File: src/rtl/app_byte_buffer.sv
// app_byte_buffer
//
// Elastic byte buffer that sits between the usb_cdc bulk OUT application
// stream and the bulk IN application stream of the loopback top. Bytes are
// stored in a DEPTH-entry FIFO and held back (HOLD) until either
// FLUSH_THRESHOLD bytes have collected, the FIFO is full, or the stream has
// gone quiet for IDLE_TIMEOUT cycles. A burst is then released (DRAIN) until
// the FIFO runs empty. This lets the IN side form full-size packets.
// A stretched activity flag drives the board LED.
//
// Handshake semantics (both streams): a byte moves on a rising clk_i edge
// where valid and ready are both high. The producer keeps valid and data
// stable until that edge. ready may not depend on valid.
//
// Ports:
//   clk_i       single clock (usb_cdc application domain)
//   rst_i       synchronous, active-high reset
//   rx_data_i   byte from usb_cdc OUT stream
//   rx_valid_i  rx_data_i valid
//   rx_ready_o  buffer accepts a byte (low while full or in reset)
//   tx_data_o   FIFO head byte to usb_cdc IN stream
//   tx_valid_o  tx_data_o valid (only while draining a burst)
//   tx_ready_i  usb_cdc accepts byte
//   level_o     current byte count, 0..DEPTH
//   activity_o  high while traffic was seen recently

module app_byte_buffer #(
  parameter int DEPTH           = 64,
  parameter int FLUSH_THRESHOLD = 16,
  parameter int IDLE_TIMEOUT    = 1024,
  parameter int ACT_CYCLES      = 262144
) (
  input  logic                     clk_i,
  input  logic                     rst_i,
  input  logic [7:0]               rx_data_i,
  input  logic                     rx_valid_i,
  output logic                     rx_ready_o,
  output logic [7:0]               tx_data_o,
  output logic                     tx_valid_o,
  input  logic                     tx_ready_i,
  output logic [$clog2(DEPTH):0]   level_o,
  output logic                     activity_o
);

  localparam int AW = $clog2(DEPTH);
  localparam int LW = AW + 1;
  localparam int IW = $clog2(IDLE_TIMEOUT + 1);
  localparam int CW = $clog2(ACT_CYCLES + 1);

  localparam logic [LW-1:0] FULL_LVL = LW'(DEPTH);
  localparam logic [LW-1:0] THR_LVL  = LW'(FLUSH_THRESHOLD);
  localparam logic [LW-1:0] ONE_LVL  = LW'(1);
  localparam logic [IW-1:0] IDLE_MAX = IW'(IDLE_TIMEOUT);
  localparam logic [CW-1:0] ACT_LOAD = CW'(ACT_CYCLES - 1);

  typedef enum logic [0:0] {
    ST_HOLD  = 1'b0,
    ST_DRAIN = 1'b1
  } state_t;

  // state is the FSM's observable state; bind checkers to it by name.
  state_t state;
  state_t state_next;

  logic [7:0]    mem [DEPTH];
  logic [AW-1:0] wr_ptr;
  logic [AW-1:0] rd_ptr;
  logic [IW-1:0] idle_cnt;
  logic [CW-1:0] act_cnt;

  logic push;
  logic pop;
  logic empty;
  logic full;

  assign empty = (level_o == '0);
  assign full  = (level_o == FULL_LVL);
  assign push  = rx_valid_i & rx_ready_o;
  assign pop   = tx_valid_o & tx_ready_i;

  // Combinational read of the FIFO head.
  assign tx_data_o = mem[rd_ptr];

  // ---------------------------------------------------------------- FSM
  always_ff @(posedge clk_i) begin
    if (rst_i) begin
      state <= ST_HOLD;
    end else begin
      state <= state_next;
    end
  end

  always_comb begin
    state_next = state;
    case (state)
      ST_HOLD: begin
        if ((level_o >= THR_LVL) || full || (!empty && (idle_cnt == IDLE_MAX))) begin
          state_next = ST_DRAIN;
        end
      end
      ST_DRAIN: begin
        // Leave on the edge that removes the last byte, unless a new byte
        // arrives on the same edge and extends the burst.
        if (empty || (pop && !push && (level_o == ONE_LVL))) begin
          state_next = ST_HOLD;
        end
      end
      default: state_next = ST_HOLD;
    endcase
  end

  always_comb begin
    // Ready depends on full only; a same-cycle pop does not open a slot.
    rx_ready_o = !rst_i && !full;
    // level_o only falls through a pop, so valid/data stay stable until one.
    tx_valid_o = (state == ST_DRAIN) && !empty;
  end

  // ----------------------------------------------------------- datapath
  always_ff @(posedge clk_i) begin
    if (push) begin
      mem[wr_ptr] <= rx_data_i;
    end
  end

  always_ff @(posedge clk_i) begin
    if (rst_i) begin
      wr_ptr  <= '0;
      rd_ptr  <= '0;
      level_o <= '0;
    end else begin
      // DEPTH is a power of two, so pointers wrap naturally.
      if (push) begin
        wr_ptr <= wr_ptr + AW'(1);
      end
      if (pop) begin
        rd_ptr <= rd_ptr + AW'(1);
      end
      if (push && !pop) begin
        level_o <= level_o + ONE_LVL;
      end else if (pop && !push) begin
        level_o <= level_o - ONE_LVL;
      end
    end
  end

  // Idle counter: measures quiet time while bytes wait in HOLD.
  always_ff @(posedge clk_i) begin
    if (rst_i) begin
      idle_cnt <= '0;
    end else if (push || empty) begin
      idle_cnt <= '0;
    end else if ((state == ST_HOLD) && (idle_cnt != IDLE_MAX)) begin
      idle_cnt <= idle_cnt + IW'(1);
    end
  end

  // Activity stretcher for the LED.
  always_ff @(posedge clk_i) begin
    if (rst_i) begin
      act_cnt <= '0;
    end else if (push || pop) begin
      act_cnt <= ACT_LOAD;
    end else if (act_cnt != '0) begin
      act_cnt <= act_cnt - CW'(1);
    end
  end

  assign activity_o = (act_cnt != '0) | push | pop;

endmodule

File: config.mk
export PLATFORM = sky130hd
export DESIGN_NAME = app_byte_buffer
export DESIGN_NICKNAME = d
export VERILOG_FILES = /design/src/rtl/app_byte_buffer.sv
export SDC_FILE = /design/constraint.sdc
export NUM_CORES = 1
export LEC_CHECK = 0
export CORE_MARGIN = 1.5
export CORE_UTILIZATION = 53
export DETAILED_ROUTE_END_ITERATION = 8
export GPL_TIMING_DRIVEN = 0
export PLACE_DENSITY = 0.76
export SLEW_MARGIN = 20
export SYNTH_ARGS = -nofsm -noshare
export SYNTH_HDL_FRONTEND = slang
export SYNTH_SLANG_ARGS = --single-unit
File: constraint.sdc
create_clock -name clk_i -period 5 [get_ports clk_i]
set_clock_uncertainty 0.1 [all_clocks]
set_input_delay 0.5 -clock clk_i [delete_from_list [all_inputs] [get_ports clk_i]]
set_output_delay 0.5 -clock clk_i [all_outputs]
set_load 0.02 [all_outputs]
* Yosys cells after proc, flatten, opt, wreduce, memory -nomap -nowiden
Memories as Yosys holds them, arrays and structs flattened. A register that Yosys moved wholly into a read port is not among the register bits. Cells that the tools add are included.
Storage, ports and cells: register bits 50, bits in writable memories 512, input bits 12, output and inout bits 18, word-level logic and storage cells 58, memories 1
Cells by class: $add $sub $neg 6, $lt $le $gt $ge 1, eq/ne operators 4, mux-type cells 11, bitwise operators 5, reduce and logical (&&, ||, !) cells 23
Memory list:
- mem | depth 64, bits a word 8, read ports 1, clocked after memory_dff 1, wr ports 1, line 65 | logic [7:0] mem [DEPTH];
Operator list (number):
- 2-to-1 mux 18 bit | 2
- nonzero test 19 bit | 1
- subtractor 19 x 1 -> 19 bit, second input constant | 1
- 2-to-1 mux 7 bit | 2
- adder 6 x 1 -> 6 bit, second input constant | 2
- 2-to-1 mux 6 bit | 2
- adder 11 x 1 -> 11 bit, second input constant | 1
- equality test 11 bit, second input constant | 1
- != test 11 bit, second input constant | 1
- adder 7 x 1 -> 7 bit, second input constant | 1
- equality test 7 x 1 -> 1 bit, second input constant | 1
- equality test 7 bit, second input constant | 1
- >= comparator 7 x 5 -> 1 bit, second input constant | 1
- logical AND 1 bit | 7
- logical NOT 7 bit | 1
- subtractor 7 x 1 -> 7 bit, second input constant | 1
- logical NOT 1 bit | 5
- logical OR 1 bit | 5
- 2-to-1 mux 1 bit | 4
- nonzero test 2 bit | 2
- OR reduction 2 bit | 2
- AND 1 bit | 2
- OR 1 bit | 2
- one-hot mux 1 bit (2 select lines) | 1
- NOT 1 bit | 1

* Longest topological paths before layout
depth after elaboration 10, depth in mapped cells 13, gate-level depth less buffers 11

* Least setup slack after synthesis
Ideal clock, no wire load.
kind register to register, from register level_o[0], to memory mem[59][0] (enable), library setup time 370 ps, arrival time 2782 ps, required time 4530 ps, setup slack 1748 ps, stages on the path, launching flop included 10, buffers on the path 1, period minus slack after synthesis 3252 ps, cells stage by stage dfxtp_1 -> inv_1 -> ha_1 -> a31oi_1 -> nand2_1 -> inv_1 -> clkbuf_1 -> nor2b_1 -> nand3_1 -> nor2_1
On the way: longest elaborated chain between the ends 6
RTL lines:
- from (decl) | line 41 | output logic [$clog2(DEPTH):0] level_o,
- from (signal assigned) | line 140 | level_o <= level_o + ONE_LVL;
- from (signal assigned) | line 142 | level_o <= level_o - ONE_LVL;
- equality test 7 bit | line 77 | assign full = (level_o == FULL_LVL);
- logical NOT 1 bit | line 114 | rx_ready_o = !rst_i && !full;
- logical AND 1 bit | line 114
- net rx_ready_o | line 37 | output logic rx_ready_o,
- AND 1 bit | line 78 | assign push = rx_valid_i & rx_ready_o;
- net push | line 71 | logic push;
- 2-to-1 mux 1 bit | line 121 | if (push) begin
- 2-to-1 mux 1 bit (implied by the code) | line 122 | mem[wr_ptr] <= rx_data_i;
- to (decl) | line 65
The timed path passes the listed nets, and every way through them passes these cells.

==> impl_metrics.tcl <==
set metrics [dict create \
    outcome "finished, final reports clean" \
    min_from "rx_data_i[3]" \
    slowest_delay_ns 0.63 \
    ys_warn_count 0 \
    synth_cell_types 55 \
    antenna_cells 0 \
    crit_path_frequent_cell "buf_2" \
    rr_endpoint "mem[19][2]" \
    initialDrtViolationCount 1317 \
    critical_path_peak_fanout 10 \
    r2r_slack_ns 0.91 \
    clockBufferDepth 3 \
    chipHeight_um 208 \
    wl_per_cell_um 27.5 \
    worstSetupEndpoint "tx_data_o[4]" \
    htree_levels 2 \
    coreArea_mm2 0.0412 \
    worst_pin_slew_ns 0.993 \
    syn_nets 1223 \
    grtUsageTotal_pct 24.2 \
    crit_chain "buf_2 -> clkbuf_2 -> buf_2 -> mux4_2 -> a22oi_1 -> nand3_1 -> a32o_1 -> clkdlybuf4s50_1" \
    cts.clk_slew.worst_paths_ns 0.06 \
    numCtsBuffers 54 \
    wl_um 51200 \
    fin_crit_sh_pct 97.0 \
    syn_area_mm2 0.0223 \
    max-vdd-ir-drop_uv 303 \
    worstSetupPathType "reg2out" \
    initial_utilization_pct 54.2 \
    cts-root-buf "clkbuf_16" \
    final_common_cell "edfxtp_1" \
    gp_congestion 0.915 \
    stdcell_area_mm2 0.0252 \
    power_switching_w 0.00251 \
    avgSynthCellArea_um2 18.6 \
    end_kind "output port" \
    area_delta_synth_final_pct 13.1 \
    grt_pass1_wl_um 75600 \
    io_pins 30 \
    fin_crit_ns 4.85 \
    rr_worst_depth 9 \
    clkSinkCount 568 \
    ys_async_sr_fraction_pct 0 \
    setup_violations 0 \
    p_leak_nw 7.70 \
    finalHoldViolCount 0 \
    pwr-share-clk_pct 39.2 \
    p_seq_share_pct 49.9 \
    grt_remaining_overflow 0 \
    final_max_slew_viol_count 0 \
    dp_hpwl_um 32600 \
    std_cell_rows 74 \
    cts_tree "yes" \
    drc 0 \
    max_freq_mhz 206 \
    placed_area_mm2 0.0234 \
    maxCapViolations 0 \
    grt_antenna_before_repair 0 \
    final_cell_mix "512 x edfxtp_1, 128 x mux4_2, 111 x nor2_1" \
    drive_above_1_share_pct 19.3 \
    p_int_w 0.00821 \
    grt_start_max_net_pins 49 \
    ys_ff_latch 568 \
    synth_edf_count 512 \
    r2r-start "level_o[0]" \
    grt_pass1_vias 11900 \
    cp-start-kind "flop" \
    synth_seq_area_share_pct 73.9 \
    firstDrtPassIters 6 \
    avgViaCountPerCell 6.34 \
    p_per_area_mw_per_mm2 425 \
    hp-class "in2reg" \
    final_nets 1313 \
    die_w_um 208 \
    maxSlewHeadroom_pct 32.7 \
    port_buffers 29 \
    combPwrFrac_pct 10.9 \
    swShare_pct 23.4 \
    drtAntennaViolNets 0 \
    rsz0062_at_grt "false" \
    worst_path_max_delay_cell "mux4_2" \
    die-area_mm2 0.0433 \
    fin_hold_ws_ns 0.209 \
    vias 11800 \
    synth_cells 1200 \
    cp.arrival_ns 4.25 \
    cp.required_ns 4.40 \
    synth_flop_cell "edfxtp_1" \
    clkLatencyLatePin_ns 0.60 \
]
==> through the flow <==
step / utilization, % / setup TNS (ns) / setup WS (ns) / instances / power (W)
6_report: 61.3 / 0 / 0.148 / 1862 / 0.0107
5_1_grt: 61.3 / 0 / 0.00534 / 1862 / 0.0111
4_1_cts: 61.3 / 0 / 0.0465 / 1863 / 0.0108
3_5_place_dp: 56.8 / 0 / 0.00531 / 1769 / 0.00661
3_3_place_gp: 56.5 / -0.00365 / -0.00365 / 1761 / 0.00658
2_1_floorplan: - / 0 / 1.75 / 1200 / 0.00619
==> worst max-delay path, delay by kind of cell (launching register included) <==
family                 cells  cell delay [ns]
AOI/OAI and AO/OA          2             0.57
buffers and inverters      4             1.86
DFF                        1             0.34
muxes                      1             0.63
and+or+nand+nor            1             0.24
==> power groups by stage <==
| stage | sequential, W | clock, W | combinational (W) |
|---|---|---|---|
| floorplan | 0.00545 | 0 | 0.000743 |
| global placement | 0.00545 | 0 | 0.00113 |
| detailed placement | 0.00545 | 0 | 0.00116 |
| CTS | 0.00535 | 0.00424 | 0.00118 |
| global route | 0.00536 | 0.00443 | 0.00127 |
| finish | 0.00535 | 0.00420 | 0.00117 |
==> layer usage <==
layer / GRT usage, % / vias to the layer above / routed length (um)
met2: 38.6 / 655 / 24800
met3: 7.20 / 122 / 5370
li1: - / 5026 / -
met5: 0 / - / 40
met4: 9.67 / 2 / 2020
met1: 31.5 / 6009 / 19000
==> state kept, by name, indices dropped and copies added, names as in the netlist, named ones only <==
| register | count |
|---|---|
| idle_cnt | 11 |
| act_cnt | 19 |
| wr_ptr | 6 |
| mem | 512 |
| rd_ptr | 6 |
| level_o | 7 |
| state | 1 |
==> cell type report <==
| cell class | instances | area [um^2] |
|---|---|---|
| Clock buffer | 68 | 1480 |
| Fill cell | 2858 | 16000 |
| Tap cell | 532 | 666 |
| Inverter | 10 | 37.5 |
| Clock inverter | 28 | 344 |
| Buffer | 62 | 290 |
| Timing Repair Buffer | 37 | 410 |
| Multi-Input combinational cell | 557 | 5520 |
| Sequential cell | 568 | 16500 |
==> how the worst min path moves through the flow <==
stage	slack, ns	end	cells past startpoint
after floorplan	0.32	act_cnt[18]	2
after global placement	0.34	act_cnt[18]	2
after detailed placement	0.35	act_cnt[18]	2
after CTS	0.19	mem[60][3]	1
after global routing	0.20	mem[62][3]	1
final	0.21	mem[60][3]	1
==> cell usage after synthesis (6+ instances only) <==
cell type,instances,area (um^2)
nor4_1,8,50.1
a221oi_1,6,52.6
nand2_1,33,124
nand4_1,6,37.5
a21oi_1,34,170
nor2_1,111,417
o22ai_1,12,75.1
o21ai_0,21,105
nor2b_1,13,81.3
inv_1,9,33.8
buf_2,18,90.1
o221ai_1,14,123
nand2b_1,6,37.5
clkbuf_1,36,135
mux4_2,128,2880
buf_1,11,41.3
or3_1,9,56.3
mux2i_1,23,230
xor2_1,21,184
nor3_1,9,45.0
nand3_1,14,70.1
ha_1,11,138
dfxtp_1,56,1120
edfxtp_1,512,15400
xnor2_1,15,131
==> repair_timing <==
action | in CTS | in global routing
setup endpoints to repair | 8 | 5
hold buffers | 0 | 0
buffers inserted | 0 | 0
gates resized for setup | 12 | 6
==> cells by family (layout without fill, tap and decap cells) <==
family,count (synthesis),count (layout),synth area share (%)
compound gates,124,124,3.69
flops,568,568,73.9
simple gates,234,234,5.00
mux,152,152,14.0
buf+inv,75,205,1.36
xor+xnor,36,36,1.41
fa+ha+maj,11,11,0.617
Note: power is estimated with default switching activity, not from simulation.
==> edit 1, RTL diff (config.mk and constraints unchanged) <==
Set the parameter `DEPTH` to 128 (it was 64).
--- a/src/rtl/app_byte_buffer.sv
+++ b/src/rtl/app_byte_buffer.sv
@@ -25,7 +25,7 @@
 //   activity_o  high while traffic was seen recently
 
 module app_byte_buffer #(
-  parameter int DEPTH           = 64,
+  parameter int DEPTH           = 128,
   parameter int FLUSH_THRESHOLD = 16,
   parameter int IDLE_TIMEOUT    = 1024,
   parameter int ACT_CYCLES      = 262144
Interface: changed (resized level_o); port bits go from 30 to 31. The function was not compared with the original's and may differ.
==> edit 1 against the original RTL <==
Total power up 83%. Setup slack worse by 0.11 ns. Area after synthesis up 89%. Count of clock-buffer cells in the layout up 51. First-iteration DRC count up 110%. Sequential cell count up 516. Global-route usage up 0.70 points. Routed wire length up 95%. Register-to-register slack worse by 0.78 ns. Final area up 88%. Combinational power up 66%. Clock power up 80%. Critical endpoint is now tx_data_o[7]. Highest routed layer unchanged.
==> edit 1: results (changes against the original RTL) <==
[status]
status=finished clean

[routing]
first_pass_iters=5  ; -1
first_iter_violations=2793  ; +110%
vias_per_cell=6.490  ; +2.3%
drt-total-wl_mm=100.1  ; +95%

[power_and_ir_drop]
power_density_nw_per_um2=412.7  ; -2.8%
clockPowerShare_pct=38.5  ; -0.7 points
power.leakage_nw=14.20  ; +84%
switching_share_pct=22.69  ; -0.75 points
pwr-share-comb_pct=9.9  ; -1.0 points
ir_drop_mv=0.4078  ; +35%

[synthesis]
synth_cell_type_count=44  ; -20%
synth_edf_count=1024  ; +100%
yosysSeqAreaShare_pct=75.68  ; +1.8 points
synth.area.top_cells=edfxtp_1 73%, mux4_2 18%, dfxtp_1 2.8%
yosys-top-cells-count=1024 x edfxtp_1, 336 x mux4_2, 170 x nor2_1
synth_nets=1959  ; +60%

[critical_path]
cp_max_fo=10  ; unchanged
timing.rr.end=mem[78][6]
cp_slowest_cell=mux4_2
worstSetupEndpoint=tx_data_o[7]
rrSetupSlack_ns=0.13  ; -0.78 ns
cpPeakStageDelay_ns=0.59  ; -0.04 ns
reg2reg_depth=10  ; +1
worstPathArrival_ns=4.36  ; +0.11 ns

[cts]
cts_buffers=100  ; +85%
clockBufferDepth=3  ; unchanged
cts.root.buffer_cell=clkbuf_16
htree_levels=3  ; +1
clkLatencyLatePin_ns=0.66  ; +0.06 ns

[place]
post-dp-hpwl_mm=62.69  ; +92%
place.gp.congestion=0.8487  ; -7.2%

[timing]
slew-limit-headroom_pct=19.17  ; -14 points

[grt]
grt.total_usage_pct=24.90  ; +0.70 points
grt_pass1_wl_mm=145.0  ; +92%
antenna_found_initial=2  ; +2
grt_pass1_vias=21040  ; +76%
grt_max_degree=101  ; +110%

[layout]
reg_top3=mem (1024), act_cnt (19), idle_cnt (11)
nets=2097  ; +60%
n_antenna_cell=0  ; unchanged
drive_gt1_share_pct=26.66  ; +7.3 points

## edit 1: cell types whose count changed after synthesis, sizes merged, moves of 14 or more
cell | unedited run | this run
a21oi | 34 | 19
buf | 29 | 46
clkbuf | 36 | 57
edfxtp | 512 | 1024
mux2i | 23 | 1
mux4 | 128 | 336
nor2 | 111 | 170
o21ai | 23 | 8
o221ai | 14 | 0
## edit 1: kinds of logic (layout without fill, tap and decap cells)
kind of cell | count (synthesis) | count (layout) | share of synthesized area [%]
compound gates | 46 | 46 | 0.6432
buf+inv | 115 | 333 | 1.165
flops | 1084 | 1084 | 75.68
mux | 347 | 347 | 18.22
xor+xnor | 40 | 40 | 0.8298
fa+ha+maj | 12 | 12 | 0.3556
simple gates | 291 | 291 | 3.109
## edit 1: worst max-delay path, delay by kind of cell, from the launching register on
family,cells,cell delay (ns)
buffers and inverters,4,1.39
flip-flops,1,0.31
multiplexers,4,2.03
## edit 1: stage by stage
stage / instance area (sq um) / cells / setup slack (ns)
4_1_cts: 47400 / 3203 / 0.003499
2_1_floorplan: 42220 / 1935 / 1.517
6_report: 47440 / 3203 / 0.03605
3_3_place_gp: 43820 / 3014 / -0.4295
3_5_place_dp: 44060 / 3022 / 0.1463
5_1_grt: 47440 / 3203 / -0.02115
## edit 1: worst min path at each step
| stage | start | to | slack (ns) | cells after the start |
|---|---|---|---|---|
| floorplan | act_cnt[18] | act_cnt[18] | 0.35 | 2 |
| global placement | act_cnt[18] | act_cnt[18] | 0.37 | 2 |
| detailed placement | act_cnt[18] | act_cnt[18] | 0.38 | 2 |
| CTS | rx_data_i[6] | mem[30][6] | 0.09 | 1 |
| global route | rx_data_i[6] | mem[30][6] | 0.11 | 1 |
| finish | rx_data_i[6] | mem[30][6] | 0.11 | 1 |
## edit 1: layout make-up
type                            instances  area (sq um)
Timing Repair Buffer                   37         520.5
Tap cell                             1050          1314
Inverter                               12         45.04
Fill cell                            5314         31430
Sequential cell                      1084         31950
Clock buffer                          119          2616
Multi-Input combinational cell        736          9782
Clock inverter                         63         611.8
Buffer                                102         604.3
## edit 1: metal layers
layer / routed length [um] / up-vias / global-route usage (%)
met3: 10160 / 198 / 5.320
met1: 37230 / 10960 / 34.07
met4: 3004 / 4 / 8.122
li1: - / 8350 / -
met5: 21 / - / 0
met2: 49690 / 1278 / 40.48
## edit 1: what timing repair did
item | CTS | global route
hold endpoints to repair | 0 | 0
setup endpoints to repair | 8 | 8
resized for setup | 56 | 20
==> edit 2, RTL diff (same settings) <==
Without the edit above. Reset style: asynchronous (`rst_i`), changed in 4 clocked blocks. Comments in the files are not updated.
--- a/src/rtl/app_byte_buffer.sv
+++ b/src/rtl/app_byte_buffer.sv
@@ -82,7 +82,7 @@
   assign tx_data_o = mem[rd_ptr];
 
   // ---------------------------------------------------------------- FSM
-  always_ff @(posedge clk_i) begin
+  always_ff @(posedge clk_i or posedge rst_i) begin
     if (rst_i) begin
       state <= ST_HOLD;
     end else begin
@@ -123,7 +123,7 @@
     end
   end
 
-  always_ff @(posedge clk_i) begin
+  always_ff @(posedge clk_i or posedge rst_i) begin
     if (rst_i) begin
       wr_ptr  <= '0;
       rd_ptr  <= '0;
@@ -145,7 +145,7 @@
   end
 
   // Idle counter: measures quiet time while bytes wait in HOLD.
-  always_ff @(posedge clk_i) begin
+  always_ff @(posedge clk_i or posedge rst_i) begin
     if (rst_i) begin
       idle_cnt <= '0;
     end else if (push || empty) begin
@@ -156,7 +156,7 @@
   end
 
   // Activity stretcher for the LED.
-  always_ff @(posedge clk_i) begin
+  always_ff @(posedge clk_i or posedge rst_i) begin
     if (rst_i) begin
       act_cnt <= '0;
     end else if (push || pop) begin
Function: differs if rst_i is asserted again (counterexample within 4 cycles, from zero or initial values and one cycle with rst_i high); with rst_i held inactive, the same outputs for 10 cycles.
==> edit 2 against the original RTL <==
The flow now finishes with violations (setup timing). Critical path depth shrank 1. Final cell count grew 2.7%. Area after synthesis grew 1.3%. Count of clock-buffer cells in the layout is the same. Final area grew 1.0%. Routed wire length shrank 0.23%. Setup slack lost 0.19 ns. Sequential cell count shrank 6. Maximum frequency shrank 3.7%. First-iteration DRC count grew 4.6%. Via count grew 1.4%. Non-clock buffer count grew 2. Largest cell class unchanged.
Power is not compared: it rests on default switching activity, and its combinational part moved more than twofold at a synthesized area within 25%.
==> edit 2: results (changes against the original RTL) <==
[status]
status=finished with violations
violations=setup timing

[routing]
antenna_violating_nets_post_route=0  ; unchanged
drt-total-wl_mm=51.12  ; -0.23%
first_iter_violations=1378  ; +4.6%
vias_per_cell=6.260  ; -1.3%
wl_per_cell_um=26.72  ; -2.9%
first_pass_iters=5  ; -1

[critical_path]
cpPeakStageDelay_ns=0.88  ; +0.25 ns
worstPathArrival_ns=4.44  ; +0.19 ns
cp_slowest_cell=a2111oi_0
cp_max_fo=10  ; unchanged

[place]
io_buffers=29  ; unchanged
place.gp.congestion=1.008  ; +10%
post-dp-hpwl_mm=33.06  ; +1.3%
place_ws_ns=0.6852  ; +0.6799 ns
placed_area_sq_um=23670  ; +1.2%
place_inst=1809  ; +2.3%

[layout]
drive_gt1_share_pct=18.56  ; -0.76 points
fillers=2970  ; +3.9%
area_delta_synth_final_pct=12.75
nets=1350  ; +2.8%
n_antenna_cell=0  ; unchanged
reg_top3=mem (512), act_cnt (19), idle_cnt (11)

[cts]
clkLatencyLatePin_ns=0.60  ; about the same
cts.root.buffer_cell=clkbuf_16
clockBufferDepth=3  ; unchanged
htree_levels=2  ; unchanged
cts_buffers=55  ; +1.9%
clk_pin_slew_ns=0.06  ; about the same

[synthesis]
synth.area.top_cells=edfxtp_1 68%, mux4_2 9.2%, dfrtp_1 5.5%
synth_edf_count=512  ; unchanged
yosysWarnings=0  ; unchanged
synth_cell_type_count=58  ; +5.5%
yosys-top-cells-count=512 x edfxtp_1, 120 x nor2_1, 92 x mux4_2
synth_ff_type=edfxtp_1
synth_nets=1258  ; +2.9%
synthCells=1235  ; +2.9%
async_flop_share_pct=8.897  ; +8.9 points
yosysSeqAreaShare_pct=73.51  ; -0.41 points

[power_and_ir_drop]
ir_drop_mv=0.3346
power.leakage_nw=8.319
switching_share_pct=32.07

[grt]
grt.total_usage_pct=23.68  ; -0.53 points
grt_pass1_wl_mm=75.71  ; +0.15%
antenna_found_initial=0  ; unchanged
grt_pass1_vias=11960  ; +0.13%
grt_max_degree=65  ; +33%

[timing]
setup_ws_ns=-0.03937  ; -0.1871 ns
tns_ns=-0.03937  ; -0.03937 ns
slew-limit-headroom_pct=34.27  ; +1.5 points
setup_viol=1  ; +1

[hold_path]
hp-class=in2async

edit 2: final timing paths:
kind | start | to | slack, ns | cells after the start
setup / recovery | rd_ptr[2] | tx_data_o[3] | -0.04 | 7
hold / removal | rst_i | level_o[6] | 0.20 | 2
setup reg to reg | level_o[0] | mem[33][7] | 1.20 | 8
hold reg to reg | act_cnt[10] | act_cnt[10] | 0.42 | 2
max in group asynchronous | rst_i | idle_cnt[8] | 4.06 | 3
min in group clk_i | rx_data_i[5] | mem[13][5] | 0.26 | 1
edit 2: metal layers:
metal	vias up	part of all wire (%)	global-route usage (%)
met2	596	49	38.03
li1	5120	-	-
met4	0	2.9	7.591
met3	106	9.3	5.177
met5	-	0	0
met1	6153	39	32.76
edit 2: critical path, delay by kind of cell (launching register included):
kind | cells | cell delay, ns
compound gates | 3 | 1.53
buf+inv | 3 | 1.64
flops | 1 | 0.32
simple gates | 1 | 0.32
edit 2: cell families after synthesis:
family / Yosys count / share of synthesized area, %
adder cells (fa/ha/maj): 11 / 0.6085
multiplexers: 196 / 14.13
flip-flops: 562 / 73.51
AND/OR/NAND/NOR: 245 / 5.017
XOR/XNOR: 39 / 1.510
buffers and inverters: 76 / 1.870
AO/OA/AOI/OAI: 106 / 3.358
edit 2: cell type report:
class                   count  share of cell area (%)
clock inverters            36                   1.506
plain buffers              66                   1.511
inverters                  10                  0.1472
well taps                 539                   2.644
clock buffers              68                   5.672
multi-input cells         597                   21.84
flip-flops and latches    562                   65.19
repair buffers             35                   1.482
edit 2: power groups by stage:
stage | registers, mW | clock network, mW | logic, mW
after detailed placement | 5.49 | 0 | 4.26
after global routing | 5.41 | 4.40 | 4.51
after global placement | 5.50 | 0 | 4.20
final | 5.40 | 4.20 | 4.32
after CTS | 5.39 | 4.23 | 4.28
after floorplan | 5.49 | 0 | 2.70
edit 2: timing repair:
item / in CTS / in global routing
resized for setup: 0 / 1
endpoints found under the setup margin: 0 / 1
hold endpoints to repair: 0 / 0
buffers inserted: 0 / 0
